--- src/rtl/operand_fetch_if.sv ---
// Decode-to-fetch request and fetch-to-execute operand handshake bundle
// for the operand_fetch stage. The master side drives requests and
// consumes operands; the slave side is the operand_fetch stage itself.
interface operand_fetch_if #(
    parameter int XLEN = 64
);
    logic            req_valid;
    logic            req_ready;
    logic [4:0]      req_rs1;
    logic [4:0]      req_rs2;
    logic [4:0]      req_rd;
    logic            req_rd_en;
    logic            out_valid;
    logic            out_ready;
    logic [XLEN-1:0] out_rs1_data;
    logic [XLEN-1:0] out_rs2_data;
    logic [4:0]      out_rd;
    logic            out_rd_en;

    modport master (
        output req_valid, req_rs1, req_rs2, req_rd, req_rd_en,
        input  req_ready,
        input  out_valid, out_rs1_data, out_rs2_data, out_rd, out_rd_en,
        output out_ready
    );

    modport slave (
        input  req_valid, req_rs1, req_rs2, req_rd, req_rd_en,
        output req_ready,
        output out_valid, out_rs1_data, out_rs2_data, out_rd, out_rd_en,
        input  out_ready
    );
endinterface

--- src/rtl/operand_fetch.sv ---
// operand_fetch: issue-side operand read and register scoreboard.
// Reads both sources from the register file, stalls on pending writers
// (source or destination busy), passes writeback results through to the
// register file write port and holds the fetched bundle in a one-deep
// registered output stage.
// Optional feature: define OPFETCH_FWD_EN to forward a same-cycle
// writeback into the captured operands instead of stalling through it.
module operand_fetch #(
    parameter int XLEN = 64,
    parameter int NREG = 32
) (
    input  logic                clk,
    input  logic                rst,
    operand_fetch_if.slave      bus,
    output logic [4:0]          rf_rs1_addr,
    output logic [4:0]          rf_rs2_addr,
    input  logic [XLEN-1:0]     rf_rs1_data,
    input  logic [XLEN-1:0]     rf_rs2_data,
    output logic [4:0]          rf_wr_addr,
    output logic [XLEN-1:0]     rf_wr_data,
    output logic                rf_wr_en,
    input  logic                wb_valid,
    input  logic [4:0]          wb_rd,
    input  logic [XLEN-1:0]     wb_data,
    output logic [31:0]         perf_stall_cnt
);

`ifdef OPFETCH_FWD_EN
    localparam logic FWD_ON_C = 1'b1;
`else
    localparam logic FWD_ON_C = 1'b0;
`endif

    typedef enum logic {
        ST_EMPTY = 1'b0,
        ST_FULL  = 1'b1
    } ostate_t;

    ostate_t         state_r;
    logic            out_valid_r;
    logic [XLEN-1:0] out_rs1_data_r;
    logic [XLEN-1:0] out_rs2_data_r;
    logic [4:0]      out_rd_r;
    logic            out_rd_en_r;
    logic [NREG-1:0] busy_r;
    logic [31:0]     stall_cnt_r;

    logic            fwd_rs1_s;
    logic            fwd_rs2_s;
    logic            haz_rs1_s;
    logic            haz_rs2_s;
    logic            haz_rd_s;
    logic            wb_clr_rd_s;
    logic            any_hazard_s;
    logic            req_ready_s;
    logic            accept_s;
    logic            wr_en_s;
    logic [XLEN-1:0] op1_s;
    logic [XLEN-1:0] op2_s;
    logic [NREG-1:0] clr_mask_s;
    logic [NREG-1:0] set_mask_s;
    logic [NREG-1:0] busy_next_s;

    // Register file port pass-through: reads follow the request, writes follow writeback.
    assign rf_rs1_addr = bus.req_rs1;
    assign rf_rs2_addr = bus.req_rs2;
    assign rf_wr_addr  = wb_rd;
    assign rf_wr_data  = wb_data;
    assign rf_wr_en    = wr_en_s;

    assign bus.req_ready    = req_ready_s;
    assign bus.out_valid    = out_valid_r;
    assign bus.out_rs1_data = out_rs1_data_r;
    assign bus.out_rs2_data = out_rs2_data_r;
    assign bus.out_rd       = out_rd_r;
    assign bus.out_rd_en    = out_rd_en_r;
    assign perf_stall_cnt   = stall_cnt_r;

    // Hazard detection, forwarding selection and accept decision for the current request.
    always_comb begin
        wr_en_s      = wb_valid && (wb_rd != 5'd0);
        fwd_rs1_s    = FWD_ON_C && wb_valid && (wb_rd == bus.req_rs1) && (bus.req_rs1 != 5'd0);
        fwd_rs2_s    = FWD_ON_C && wb_valid && (wb_rd == bus.req_rs2) && (bus.req_rs2 != 5'd0);
        haz_rs1_s    = (bus.req_rs1 != 5'd0) && busy_r[bus.req_rs1] && !fwd_rs1_s;
        haz_rs2_s    = (bus.req_rs2 != 5'd0) && busy_r[bus.req_rs2] && !fwd_rs2_s;
        wb_clr_rd_s  = wb_valid && (wb_rd == bus.req_rd);
        haz_rd_s     = bus.req_rd_en && (bus.req_rd != 5'd0) && busy_r[bus.req_rd] && !wb_clr_rd_s;
        any_hazard_s = haz_rs1_s || haz_rs2_s || haz_rd_s;
        req_ready_s  = !rst && (!out_valid_r || bus.out_ready) && !any_hazard_s;
        accept_s     = bus.req_valid && req_ready_s;
        op1_s        = (bus.req_rs1 == 5'd0) ? {XLEN{1'b0}} :
                       (fwd_rs1_s ? wb_data : rf_rs1_data);
        op2_s        = (bus.req_rs2 == 5'd0) ? {XLEN{1'b0}} :
                       (fwd_rs2_s ? wb_data : rf_rs2_data);
    end

    // Next scoreboard value: writeback clears, accepted writer sets, set wins on collision.
    always_comb begin
        clr_mask_s  = wr_en_s ? ({{(NREG-1){1'b0}}, 1'b1} << wb_rd) : {NREG{1'b0}};
        set_mask_s  = (accept_s && bus.req_rd_en && (bus.req_rd != 5'd0)) ?
                      ({{(NREG-1){1'b0}}, 1'b1} << bus.req_rd) : {NREG{1'b0}};
        busy_next_s = (busy_r & ~clr_mask_s) | set_mask_s;
    end

    // Output stage FSM: EMPTY/FULL with registered bundle fields.
    always_ff @(posedge clk) begin
        if (rst) begin
            state_r        <= ST_EMPTY;
            out_valid_r    <= 1'b0;
            out_rs1_data_r <= {XLEN{1'b0}};
            out_rs2_data_r <= {XLEN{1'b0}};
            out_rd_r       <= 5'd0;
            out_rd_en_r    <= 1'b0;
        end else begin
            case (state_r)
                ST_EMPTY: begin
                    if (accept_s) begin
                        state_r        <= ST_FULL;
                        out_valid_r    <= 1'b1;
                        out_rs1_data_r <= op1_s;
                        out_rs2_data_r <= op2_s;
                        out_rd_r       <= bus.req_rd;
                        out_rd_en_r    <= bus.req_rd_en;
                    end else begin
                        state_r     <= ST_EMPTY;
                        out_valid_r <= 1'b0;
                    end
                end
                ST_FULL: begin
                    if (accept_s) begin
                        state_r        <= ST_FULL;
                        out_valid_r    <= 1'b1;
                        out_rs1_data_r <= op1_s;
                        out_rs2_data_r <= op2_s;
                        out_rd_r       <= bus.req_rd;
                        out_rd_en_r    <= bus.req_rd_en;
                    end else if (bus.out_ready) begin
                        state_r     <= ST_EMPTY;
                        out_valid_r <= 1'b0;
                    end else begin
                        state_r     <= ST_FULL;
                        out_valid_r <= 1'b1;
                    end
                end
                default: begin
                    state_r     <= ST_EMPTY;
                    out_valid_r <= 1'b0;
                end
            endcase
        end
    end

    // Scoreboard register; reset drops every pending writer.
    always_ff @(posedge clk) begin
        if (rst) begin
            busy_r <= {NREG{1'b0}};
        end else begin
            busy_r <= busy_next_s;
        end
    end

    // Saturating count of cycles a presented request is held back by a hazard.
    always_ff @(posedge clk) begin
        if (rst) begin
            stall_cnt_r <= 32'd0;
        end else if (bus.req_valid && any_hazard_s && (stall_cnt_r != 32'hFFFF_FFFF)) begin
            stall_cnt_r <= stall_cnt_r + 32'd1;
        end else begin
            stall_cnt_r <= stall_cnt_r;
        end
    end

endmodule

--- src/flat_wrapper.sv ---
// flat-port wrapper written by rule: the top's interface ports become plain ports
module operand_fetch_flat 
#(
    parameter int XLEN = 64,
    parameter int NREG = 32
)
  (clk, rst, rf_rs1_addr, rf_rs2_addr, rf_rs1_data, rf_rs2_data, rf_wr_addr, rf_wr_data, rf_wr_en, wb_valid, wb_rd, wb_data, perf_stall_cnt, bus_req_valid, bus_req_rs1, bus_req_rs2, bus_req_rd, bus_req_rd_en, bus_req_ready, bus_out_valid, bus_out_rs1_data, bus_out_rs2_data, bus_out_rd, bus_out_rd_en, bus_out_ready);
  operand_fetch_if #(.XLEN(XLEN)) bus_i ();
  input  logic clk;
  input  logic rst;
  output logic [4:0] rf_rs1_addr;
  output logic [4:0] rf_rs2_addr;
  input  logic [XLEN-1:0] rf_rs1_data;
  input  logic [XLEN-1:0] rf_rs2_data;
  output logic [4:0] rf_wr_addr;
  output logic [XLEN-1:0] rf_wr_data;
  output logic rf_wr_en;
  input  logic wb_valid;
  input  logic [4:0] wb_rd;
  input  logic [XLEN-1:0] wb_data;
  output logic [31:0] perf_stall_cnt;
  input wire logic [$bits(bus_i.req_valid)-1:0] bus_req_valid;
  input wire logic [$bits(bus_i.req_rs1)-1:0] bus_req_rs1;
  input wire logic [$bits(bus_i.req_rs2)-1:0] bus_req_rs2;
  input wire logic [$bits(bus_i.req_rd)-1:0] bus_req_rd;
  input wire logic [$bits(bus_i.req_rd_en)-1:0] bus_req_rd_en;
  output wire logic [$bits(bus_i.req_ready)-1:0] bus_req_ready;
  output wire logic [$bits(bus_i.out_valid)-1:0] bus_out_valid;
  output wire logic [$bits(bus_i.out_rs1_data)-1:0] bus_out_rs1_data;
  output wire logic [$bits(bus_i.out_rs2_data)-1:0] bus_out_rs2_data;
  output wire logic [$bits(bus_i.out_rd)-1:0] bus_out_rd;
  output wire logic [$bits(bus_i.out_rd_en)-1:0] bus_out_rd_en;
  input wire logic [$bits(bus_i.out_ready)-1:0] bus_out_ready;
  assign bus_i.req_valid = bus_req_valid;
  assign bus_i.req_rs1 = bus_req_rs1;
  assign bus_i.req_rs2 = bus_req_rs2;
  assign bus_i.req_rd = bus_req_rd;
  assign bus_i.req_rd_en = bus_req_rd_en;
  assign bus_req_ready = bus_i.req_ready;
  assign bus_out_valid = bus_i.out_valid;
  assign bus_out_rs1_data = bus_i.out_rs1_data;
  assign bus_out_rs2_data = bus_i.out_rs2_data;
  assign bus_out_rd = bus_i.out_rd;
  assign bus_out_rd_en = bus_i.out_rd_en;
  assign bus_i.out_ready = bus_out_ready;
  operand_fetch #(.XLEN(XLEN), .NREG(NREG)) u_core (.clk(clk), .rst(rst), .bus(bus_i), .rf_rs1_addr(rf_rs1_addr), .rf_rs2_addr(rf_rs2_addr), .rf_rs1_data(rf_rs1_data), .rf_rs2_data(rf_rs2_data), .rf_wr_addr(rf_wr_addr), .rf_wr_data(rf_wr_data), .rf_wr_en(rf_wr_en), .wb_valid(wb_valid), .wb_rd(wb_rd), .wb_data(wb_data), .perf_stall_cnt(perf_stall_cnt));
endmodule
--- config.mk ---
export PLATFORM = sky130hd
export DESIGN_NAME = operand_fetch_flat
export DESIGN_NICKNAME = d
export VERILOG_FILES = /design/src/rtl/operand_fetch_if.sv /design/src/rtl/operand_fetch.sv /design/src/flat_wrapper.sv
export SDC_FILE = /design/constraint.sdc
export NUM_CORES = 1
export LEC_CHECK = 0
export ABC_AREA = 1
export BUFFER_PORTS_ARGS = -buffer_cell sky130_fd_sc_hd__clkbuf_2
export CORE_AREA = 5 5 180 182
export CTS_CLUSTER_DIAMETER = 120
export CTS_CLUSTER_SIZE = 14
export DETAILED_ROUTE_END_ITERATION = 10
export DIE_AREA = 0 0 185 187
export SYNTH_ARGS = -nofsm -noshare
export SYNTH_HDL_FRONTEND = slang
export SYNTH_SLANG_ARGS = --single-unit
--- constraint.sdc ---
create_clock -name clk -period 2.3 [get_ports clk]
set_input_delay 0.46 -clock clk [delete_from_list [all_inputs] [get_ports clk]]
set_output_delay 0.46 -clock clk [all_outputs]
set_load 0.02 [all_outputs]
# After elaboration in Yosys (flattened, before gate mapping)
# Index checks and enable logic that the tools add are counted.
[word_totals] in_bits=218 register_bits=199 wordCells=64 out_inout_bits=248
[classes] reduce_logical=27 muxes=18 shifts=2 eq_ne=2 n_addsub=1 order_cmp=3 n_bitwise=4
[op_table] operator="$mux W64" n=4
[op_table] operator="$mux W32" n=2
[op_table] operator="$shl A1 B5 Y32 const A" n=2
[op_table] operator="$add A32 B1 Y32 const B" n=1
[op_table] operator="$and A32 B32 Y32" n=1
[op_table] operator="$ne A32 B32 Y1 const B" n=1
[op_table] operator="$not A32 Y32" n=1
[op_table] operator="$or A32 B32 Y32" n=1
[op_table] operator="$reduce_bool A5 Y1" n=4
[op_table] operator="$lt A5 B6 Y1 const B" n=3
[op_table] operator="$bmux W1 S5" n=3
[op_table] operator="$logic_and A1 B1 Y1" n=14
[op_table] operator="$logic_not A5 Y1" n=2
[op_table] operator="$mux W1" n=7
[op_table] operator="$eq A5 B5 Y1" n=1
[op_table] operator="$mux W5" n=1
[op_table] operator="$logic_not A1 Y1" n=4
[op_table] operator="$logic_or A1 B1 Y1" n=3
[op_table] operator="$pmux W1 S2" n=1
[op_table] operator="$not A1 Y1" n=1

# Depth between registers and ports, before layout
[depth] word_depth=12 ltp_mapped=18 ltp_nobuf=15

# Least setup slack after synthesis
# Ideal clock, no wire load.
[synth_path] path_type="input -> register" from="input port bus_req_rd[0]" to="register u_core.out_rs2_data_r[7], in the netlist u_core.bus.out_rs2_data[7]" path_buffers=4 arrival_time_ps=2024 setup_time_ps=132 stages=16 required_ps=2168 slack_ps=143 cell_sequence="buf_4 -> inv_4 -> buf_6 -> nand2_1 -> a21oi_1 -> nand3_1 -> nand2_1 -> inv_1 -> nand3_1 -> nand4_2 -> nor2_4 -> inv_2 -> buf_2 -> buf_2 -> nand2_1 -> a21oi_1"
[synth_between] elab_chain_cells=8 elab_cells_between_ends=13 classes_between="eq/ne: 1; mux: 2; reduce/logical: 10"
[synth_lines] element="start, declared" line="flat_wrapper.sv:25" source="input wire logic [$bits(bus_i.req_rd)-1:0] bus_req_rd;"
[synth_lines] element="$bmux W1 S5 (tied with other cells)" line="operand_fetch.sv:87" source="haz_rd_s = bus.req_rd_en && (bus.req_rd != 5'd0) && busy_r[bus.req_rd] && !wb_clr_rd_s;"
[synth_lines] element="$mux W1 (not written as such) (tied with other cells)" line="operand_fetch.sv:87"
[synth_lines] element="$logic_and A1 B1 Y1 or $logic_not A1 Y1 (tied branches)" line="operand_fetch.sv:87"
[synth_lines] element="$logic_and A1 B1 Y1 *" line="operand_fetch.sv:87"
[synth_lines] element="$logic_or A1 B1 Y1 *" line="operand_fetch.sv:88" source="any_hazard_s = haz_rs1_s || haz_rs2_s || haz_rd_s;"
[synth_lines] element="$logic_not A1 Y1 *" line="operand_fetch.sv:89" source="req_ready_s = !rst && (!out_valid_r || bus.out_ready) && !any_hazard_s;"
[synth_lines] element="$logic_and A1 B1 Y1 *" line="operand_fetch.sv:89"
[synth_lines] element="$logic_and A1 B1 Y1 *" line="operand_fetch.sv:90" source="accept_s = bus.req_valid && req_ready_s;"
[synth_lines] element="end signal, assigned" line="operand_fetch.sv:111" source="out_rs2_data_r <= {XLEN{1'b0}};"
[synth_lines] element="end signal, assigned" line="operand_fetch.sv:121" source="out_rs2_data_r <= op2_s;"
[synth_lines] element="end signal, assigned" line="operand_fetch.sv:134" source="out_rs2_data_r <= op2_s;"
[synth_lines] element="end, declared" line="operand_fetch.sv:42" source="logic [XLEN-1:0] out_rs2_data_r;"
# Mark *: on every way between the ends. The rest lies on a longest branch, timed or not. The select of a mux whose other input is x is not followed.
# A chain may end at the register's enable or synchronous reset.

# Worst setup path in the final report
[layout_path] from="register u_core.busy_r[15]" to="output port bus_req_ready"
[layout_between] elab_chain_cells=7 elab_cells_between_ends=14 classes_between="mux: 6; reduce/logical: 8"
[layout_lines] element="start, declared" line="operand_fetch.sv:45" source="logic [NREG-1:0] busy_r;"
[layout_lines] element="start signal, assigned" line="operand_fetch.sv:156" source="busy_r <= {NREG{1'b0}};"
[layout_lines] element="start signal, assigned" line="operand_fetch.sv:158" source="busy_r <= busy_next_s;"
[layout_lines] element="$bmux W1 S5, on equally long branches" line="operand_fetch.sv:84, operand_fetch.sv:85, operand_fetch.sv:87"
[layout_lines] element="$mux W1, on equally long branches" line="operand_fetch.sv:84, operand_fetch.sv:85, operand_fetch.sv:87"
[layout_lines] element="$logic_and A1 B1 Y1, on equally long branches" line="operand_fetch.sv:84, operand_fetch.sv:85, operand_fetch.sv:87"
[layout_lines] element="$logic_or A1 B1 Y1 or $logic_and A1 B1 Y1 (tied branches)" line="operand_fetch.sv:88, operand_fetch.sv:87"
[layout_lines] element="$logic_or A1 B1 Y1 *" line="operand_fetch.sv:88"
[layout_lines] element="$logic_not A1 Y1 *" line="operand_fetch.sv:89"
[layout_lines] element="$logic_and A1 B1 Y1 *" line="operand_fetch.sv:89"
[layout_lines] element="end, declared" line="flat_wrapper.sv:27" source="output wire logic [$bits(bus_i.req_ready)-1:0] bus_req_ready;"
# Marked as above.

==> flow_summary.ini <==
[sta]
setup_viol = 0
fmax_mhz = 448
finalHoldViolations = 0
relSlewSlack_pct = 21.6
worst_pin_slew_ns = 1.18
min_period_ns = 2.23
fin_crit_sh_pct = 97.0
fin_skew_ns = 0.00780
maxSlewViolCount = 0
rsz0062_at_grt = true

[job]
drv_cap = 0

[clock_network]
cts_num_sinks = 199
insertion_delay_ns = 0.45
numCtsBuffers = 17
cts_max_path_buffers = 2
ctsHoldBuffers = 0
htreeDepth = 4
clock-root-buffer = clkbuf_16
cts_tree = done
cts.clk_slew.worst_paths_ns = 0.08

[synthesis]
synth-simple-area-share_pct = 32.9
netlist_instances = 1426
yosysTopAreaCellShare_pct = 40.0
seq_area_frac_synth_pct = 40.0
synth.area.mux_share_pct = 0
synth_top_family_by_area = simple AND/OR/NAND/NOR gates
synth_area_um2 = 9960
synth_compound_area_share_pct = 12.2
yosys_most_used_dff = dfxtp_1
async_reset_ff_share_pct = 0
ys_types = 31
avgSynthCellArea_um2 = 6.98
yosys-top-cells-area = dfxtp_1 40%, nand2_1 13%, nand3_1 10%, a21oi_1 9.5%, buf_4 7.2%
synth-edff-count = 0
synthXorXnorAreaFrac_pct = 1.50
synth_fa_ha_area_share_pct = 0.126
yosys_warnings = 0
synth_top_area_cell = dfxtp_1
syn_nets = 1645
ys_ff_latch = 199

[route]
drc = 0
wl_per_cell_um = 17.5
via_per_inst = 5.11
dr.pass1.iters = 5
totalWireLength_um = 36900
ant_nets = 0
vias = 10751
drt-initial-drc-count = 720

[worst_setup_path]
worstPathMaxFanout = 4
slowest_delay_ns = 0.39
ff2ff_path_depth = 15
reg2reg_from = u_core.busy_r[12]$_SDFF_PP0_
critPathSlowestCell = dfxtp_4
r2r_setup_slack_ns = 0.17
crit_type = flip-flop to output pin
end_kind = output pin
cp.required_ns = 1.84
crit_arrival_ns = 1.77
cpMostUsedCell = nand2_1
worstReg2RegEnd = u_core.bus.out_rs1_data[9]$_SDFFE_PP0P_
path_cells = nand2_1 > nand3_1 > nand3_1 > nand2_1 > nand2_1 > nand3b_1 > nand3_2 > nand4_4 > inv_1 > clkbuf_8
cp-start-kind = flip-flop

[global_routing]
grt_pass1_vias = 10400
antenna_found_initial = 4
grt_use_met1_pct = 25.3
gr-usage-met2_pct = 32.8
grt_use_met3_pct = 7.29
grt_overflow_total = 0
track_usage_pct = 20.4
grt_max_degree = 184
grt_pass1_wl_um = 56800
busiest_layer = met2

[floorplan]
die_width_um = 185
core_um2 = 30400
start_util_pct = 32.7
ios = 466
fp.dieH_um = 187
die-area_um2 = 34600
row_count = 64

[min_path]
min_to = u_core.bus.out_rs2_data[46]$_SDFFE_PP0P_
min_path_type = input pin to flip-flop
worst_hold_path.num_cells = 3
min-delay-start = rf_rs2_data[46]

[cells_and_area]
layout_common_cells = 356 x nand2_1, 335 x clkbuf_2, 195 x nand3_1
final.fill_count = 3186
layout-drive-gt1-share_pct = 29.9
synthToLayoutAreaGrowth_pct = 27.5
seq_area_um2 = 4040
layout_commonest_cell = nand2_1
nets = 1912
multi_input_area_um2 = 4720
stdcell_count = 2105

[placed_design]
place_congestion = 0.932
portBuffers = 337
dp_hpwl_um = 26700
dpl.cell_count = 2065

[pwr]
leakage_nw = 5.30
vdd_ir_drop_max_uv = 474
finalPower_mw = 7.72
powerDensity_nw_per_um2 = 608

[status]
outcome = finished clean
[repair_timing]
action,in CTS,in global routing
gates resized for setup,35,16
cloned,0,3
pin swaps,8,0
setup endpoints to repair,1,28
hold endpoints to repair,0,0
buffers inserted,3,0
[cells by family (layout without fill, tap and decap cells)]
group           after synthesis  after routing
flops                       199            199
compound gates              241            241
simple gates                728            728
xor+xnor                     17             17
buf+inv                     240            520
fa+ha+maj                     1              1
other cells                   0              3
[layer usage]
layer	wire [um]	share of wire, %
met4	927	2.5
met2	17300	47
met5	13	0.035
met1	15200	41
met3	3460	9.4
[power by group]
part | total (mW) | internal (mW) | switching [mW]
sequential | 3.58 | 3.52 | 0.0514
combinational | 1.12 | 0.420 | 0.697
clock | 3.03 | 1.56 | 1.47
total | 7.72 | 5.50 | 2.21
[worst max-delay path by stage]
stage / slack (ns) / to / start
2_1_floorplan: 0.14 / u_core.bus.out_rs2_data[7]$_SDFFE_PP0P_ / bus_req_rd[0]
3_3_place_gp: -0.19 / u_core.bus.out_rs1_data[47]$_SDFFE_PP0P_ / bus_req_rd[1]
3_5_place_dp: -0.26 / u_core.bus.out_rs1_data[47]$_SDFFE_PP0P_ / bus_req_rd[1]
4_1_cts: 0.07 / bus_req_ready / u_core.busy_r[2]$_SDFF_PP0_
5_1_grt: -0.05 / bus_req_ready / u_core.busy_r[13]$_SDFF_PP0_
6_report: 0.07 / bus_req_ready / u_core.busy_r[15]$_SDFF_PP0_
[metrics by stage]
step | setup slack, ns | cell area [um2] | utilization, % | hold slack, ns | setup TNS [ns]
2_1_floorplan | 0.143 | 9960 | - | 0.430 | 0
3_3_place_gp | -0.195 | 11900 | 39.0 | 0.450 | -21.11
3_5_place_dp | -0.262 | 11900 | 39.0 | 0.455 | -33.23
4_1_cts | 0.0672 | 12600 | 41.3 | 0.221 | 0
5_1_grt | -0.0462 | 12700 | 41.7 | 0.225 | -0.0462
6_report | 0.0684 | 12700 | 41.7 | 0.250 | 0
[cell type report]
type | instances | area share [%]
clock buffers | 19 | 3.49
well taps | 396 | 3.90
flip-flops and latches | 199 | 31.8
inverters | 61 | 1.90
repair buffers | 427 | 20.6
diodes | 3 | 0.0592
multi-input cells | 987 | 37.2
clock inverters | 13 | 1.07
[cells in the mapped netlist, types with 4 or more instances]
| cell | instances |
|---|---|
| buf_1 | 4 |
| buf_4 | 95 |
| o21ai_0 | 46 |
| nand2_1 | 357 |
| nand4_1 | 60 |
| clkbuf_1 | 53 |
| xor2_1 | 16 |
| nor2_1 | 47 |
| buf_2 | 23 |
| dfxtp_1 | 199 |
| inv_1 | 55 |
| nand3_1 | 203 |
| nor3_1 | 38 |
| nor4_1 | 8 |
| a21oi_1 | 189 |
[worst max-delay path: cells and delay by family (launching register included)]
| kind | cells | cell delay (ns) |
|---|---|---|
| buf+inv | 2 | 0.20 |
| flops | 1 | 0.39 |
| simple gates | 8 | 0.73 |
[sequential cells by signal, summed over array words and instances, names as in the netlist]
name and count:
u_core.bus.out_rd 5, u_core.bus.out_rd_en 1, u_core.bus.out_rs1_data 64, u_core.bus.out_rs2_data 64
u_core.busy_r 32, u_core.perf_stall_cnt 32, u_core.state_r 1
No activity file was read; power rests on OpenSTA's default activity.
